--- config.mk ---
export PLATFORM = sky130hd
export DESIGN_NAME = pipe_hazard_ctrl
export DESIGN_NICKNAME = d
export VERILOG_FILES = /design/src/rtl/pipe_hazard_ctrl.sv
export SDC_FILE = /design/constraint.sdc
export NUM_CORES = 1
export LEC_CHECK = 0
export BUFFER_PORTS_ARGS = -buffer_cell sky130_fd_sc_hd__buf_2
export CORE_MARGIN = 2
export CORE_UTILIZATION = 40
export DETAILED_ROUTE_END_ITERATION = 12
export PLACE_DENSITY_LB_ADDON = 0.05
export REMOVE_ABC_BUFFERS = 1
export SETUP_SLACK_MARGIN = 0.4
export SYNTH_ARGS = -nofsm -noshare
export SYNTH_HDL_FRONTEND = slang
export SYNTH_SLANG_ARGS = --single-unit
--- constraint.sdc ---
create_clock -name clk -period 4.1 [get_ports clk]
set_clock_uncertainty 0.15 [all_clocks]
set_input_delay 0.82 -clock clk [delete_from_list [all_inputs] [get_ports clk]]
set_output_delay 0.82 -clock clk [all_outputs]
set_load 0.01 [all_outputs]
--- src/rtl/pipe_hazard_ctrl.sv ---
// Pipeline hazard control: in-flight dest scoreboard, RAW detection,
// freeze/flush generation and saturating stall/flush counters.
module pipe_hazard_ctrl #(
   parameter int REG_W  = 4,
   parameter int DEPTH  = 3,
   parameter int FWD_EN = 0,
   parameter int CNT_W  = 16
) (
   input  logic                   clk,
   input  logic                   rst,
   input  logic                   id_valid,
   input  logic [REG_W-1:0]       id_src1,
   input  logic [REG_W-1:0]       id_src2,
   input  logic                   id_two_src,
   input  logic                   id_wb_en,
   input  logic                   id_mem_r_en,
   input  logic [REG_W-1:0]       id_dest,
   input  logic                   br_taken,
   input  logic                   ext_freeze,
   output logic                   hazard,
   output logic                   freeze,
   output logic                   flush,
   output logic [DEPTH-1:0]       stage_valid,
   output logic [DEPTH*REG_W-1:0] stage_dest,
   output logic [CNT_W-1:0]       stall_cnt,
   output logic [CNT_W-1:0]       flush_cnt
);

   typedef struct packed {
      logic             v;
      logic             wb;
      logic             mr;
      logic [REG_W-1:0] d;
   } ent_t;

   ent_t sb_q [DEPTH];
   ent_t ent_in;
   logic m1;
   logic m2;

   // With forwarding, only a load sitting in EXE can still stall ID
   always_comb begin
      m1 = 1'b0;
      m2 = 1'b0;
      for (int k = 0; k < DEPTH; k++) begin
         if (sb_q[k].v && sb_q[k].wb &&
             (FWD_EN == 0 || (k == 0 && sb_q[k].mr))) begin
            if (sb_q[k].d == id_src1) m1 = 1'b1;
            if (sb_q[k].d == id_src2) m2 = 1'b1;
         end
      end
   end

   assign hazard = id_valid & ~br_taken & (m1 | (id_two_src & m2));
   assign flush  = br_taken;
   assign freeze = hazard | ext_freeze;

   always_comb begin
      ent_in = '0;
      if (!(hazard || br_taken)) begin
         ent_in.v  = id_valid;
         ent_in.wb = id_wb_en & id_valid;
         ent_in.mr = id_mem_r_en & id_valid;
         ent_in.d  = id_dest;
      end
   end

   always_ff @(posedge clk or negedge rst) begin
      if (!rst) begin
         for (int k = 0; k < DEPTH; k++) sb_q[k] <= '0;
      end else if (!ext_freeze) begin
         sb_q[0] <= ent_in;
         for (int k = 1; k < DEPTH; k++) sb_q[k] <= sb_q[k-1];
      end
   end

   always_comb begin
      stage_valid = '0;
      stage_dest  = '0;
      for (int k = 0; k < DEPTH; k++) begin
         stage_valid[k]               = sb_q[k].v;
         stage_dest[k*REG_W +: REG_W] = sb_q[k].d;
      end
   end

   always_ff @(posedge clk or negedge rst) begin
      if (!rst) begin
         stall_cnt <= '0;
         flush_cnt <= '0;
      end else begin
         if (hazard && !ext_freeze && stall_cnt != '1)
            stall_cnt <= stall_cnt + 1'b1;
         if (flush && flush_cnt != '1)
            flush_cnt <= flush_cnt + 1'b1;
      end
   end

endmodule

==> results.toml <==
[outcome]
status = "finished clean"

[timing]
holdWs_ns = 0.3484
fmax_mhz = 297.0
hold_viol_final = 0
tightestPinTransition_ns = 0.6798
final.period_utilization = 0.8213
fin_crit_ns = 3.367
finalSetupTns_ns = 0
setup-violations-final = 0
slew_headroom = 0.5468
timing.final.ws_setup_ns = 0.7326
rsz0062_at_grt = "no"
final-max-slew-violation-count = 0

[floorplan]
start_util = 0.4094
dieArea_um2 = 7122
core_um2 = 6314
num_rows = 29
dieWidth_um = 84.39
die-height_um = 84.39
num_io_pins = 70

[synth]
yosysTopAreaCellShare = 0.4840
yosys.area.top_type = "dfrtp_1"
ys_seq_elements = 50
ys_warn_count = 0
synth.yosys.seq_area_share = 0.4840
synth_cell_type_count = 30
syn_area_um2 = 2585
syn_avg_cell_area_um2 = 11.09
syn_inst = 233
synth_area_leaders = "dfrtp_1 (48%), xor2_1 (11%), xnor2_1 (7.8%)"

[grt]
grt_overflow_total = 0
antenna_found_initial = 0
grt_util_all_layers = 0.1504
grt_max_degree = 27
grt_pass1_vias = 1758
grt_pass1_wl_mm = 8.721

[final_layout]
stdcell_area_um2 = 2995
layout.nets = 312
drive_above_1_share = 0.3471
areaGrowthSynthToFinish_pct = 15.88
diodes = 0

[worst_setup_path]
path_buf_inv = 2
start_kind = "primary input"
required_ns = 3.13
critPathMaxStageDelay_ns = 0.29
cpMostUsedCell = "buf_2"
worst_ep_arrival_time_ns = 2.40
cp_max_fo = 6
critical-path-top-delay-family = "simple AND/OR/NAND/NOR gates"
crit_path_top_delay_cell = "a41oi_1"
setup.worst_path.end_class = "primary output"
path_class = "primary input to primary output"
cp_cell_sequence = "buf_2, xor2_1, nor2_1, a41oi_1, nand3_1, and3b_1, or2_2, buf_2"

[power]
p_clk_frac = 0.286
swShare = 0.2966
switching_power_uw = 337.4
p_leak_uw = 0.001560
power_density_nw_per_um2 = 379.7
ir_worst_vdd_mv = 0.2706
seqPwrFrac = 0.534
comb_power_share = 0.180
intPower_uw = 800.0
p_total_uw = 1137

[clock_network]
clock_latency_ns = 0.30
ctsLongestPathBuffers = 2
cts_made_buffers = 5
cts_setup_buffers = 0
clk_pin_slew_worst_paths_ns = 0.10
cts_tree = "built"
cts_hold_buf = 0
root_buffer = "clkbuf_8"
cts_sinks = 50
cts_resized = 0
h-tree-depth = 2

[route]
via_per_inst = 5.095
vias = 1875
wirelength_mm = 5.299
drc = 0
first_pass_iters = 4
wl_per_cell_um = 14.40
drt_iter0_drc = 61
ant_nets = 0

[placed_design]
port_buffers = 68
placed_area_um2 = 2890
hpwlAfterDp_mm = 3.858
place_congestion = 0.8293
place_ws_ns = 0.7325

[job]
maxCapViolCount = 0

[min_path]
hp-class = "primary input to async pin"
path summary, 6_finish.rpt:
| check | startpoint | endpoint | slack [ns] | cells after the start |
|---|---|---|---|---|
| max | id_src2[1] | freeze | 0.73 | 8 |
| min | rst | stall_cnt[11]$_DFFE_PN0P_ | 0.35 | 1 |
| max reg2reg | stall_cnt[0]$_DFFE_PN0P_ | stall_cnt[11]$_DFFE_PN0P_ | 1.52 | 7 |
| min reg2reg | stall_cnt[11]$_DFFE_PN0P_ | stall_cnt[11]$_DFFE_PN0P_ | 0.35 | 1 |
| max in group asynchronous | rst | stage_dest[5]$_DFFE_PN0N_ | 2.68 | 2 |
| min in group clk | stall_cnt[11]$_DFFE_PN0P_ | stall_cnt[11]$_DFFE_PN0P_ | 0.35 | 1 |
through the flow:
stage,std cells,util
final,368,0.4744
after detailed placement,360,0.4578
after CTS,368,0.4744
after global routing,368,0.4744
after global placement,360,0.4578
after floorplan,214,-
final cells by class:
type | instances | area [um2]
multi-input combinational | 162 | 1187
inverter | 2 | 7.507
clock inverter | 1 | 8.758
sequential | 50 | 1251
timing repair buffer | 69 | 347.8
clock buffer | 7 | 96.34
tap | 77 | 96.34
fill | 612 | 3318
cell families after synthesis:
logic type | Yosys count | share of synthesized area
adders and majority gates | 2 | 0.009679
and+or+nand+nor | 82 | 0.1743
xor gates and xnor gates | 54 | 0.1830
buffers and inverters | 21 | 0.05663
DFF | 50 | 0.4840
muxes | 13 | 0.05663
AOI/OAI and AO/OA | 11 | 0.03582
flip-flops by register name (all words and copies together) (netlist names):
signal	count
flush_cnt	16
sb_q	3
stage_dest	12
stage_valid	3
stall_cnt	16
power by group through the flow:
stage,Combinational [uW],Clock [uW],Sequential (uW)
final,205,325,608
after global routing,228,353,618
after CTS,209,338,607
after detailed placement,208,0,617
after global placement,207,0,616
after floorplan,94.3,0,629
metal layers:
| metal | up-vias | GRT usage | wire (um) |
|---|---|---|---|
| met3 | 6 | 0.03638 | 246 |
| met5 | - | 0 | 0 |
| met1 | 924 | 0.2137 | 2587 |
| met4 | 0 | 0.04329 | 48 |
| li1 | 902 | - | - |
| met2 | 43 | 0.2302 | 2417 |
worst reg2reg max path: cells and delay by family, from the launching register on:
kind / cells / cell delay (ns)
AO/OA/AOI/OAI: 1 / 0.55
XOR/XNOR: 1 / 0.17
adder cells (fa/ha/maj): 1 / 0.22
AND/OR/NAND/NOR: 4 / 0.98
flip-flops: 1 / 0.43
Yosys cell counts:
cell and number:
nand4_2 1, and3_4 1, a22o_1 5, nand3_1 12
and3b_1 1, and3_1 6, or2_2 2, nand4_1 8
nand2_1 18, nor3_1 6, a311o_1 1, a31oi_1 1
and4_4 1, nor3_2 5, a21o_1 1, mux2_2 13
xor2_1 31, nor2_1 14, buf_6 1, ha_1 2
xnor2_1 23, a211oi_1 1, a41oi_1 2, buf_4 16
clkbuf_1 2, or3b_2 1, and2_1 1, nor4_1 5
dfrtp_1 50, inv_1 2
cells in the final DEF (no fill, tap or decap), types with 6 or more instances in the layout:
cell      count
nand4_1       8
nand3_1      12
nor2_1       14
nor3_1        6
dfrtp_1      50
buf_2        68
xor2_1       31
nand2_1      18
mux2_2       13
and3_1        6
xnor2_1      23
clkbuf_8      7
No activity file was read; power rests on OpenSTA's default activity.
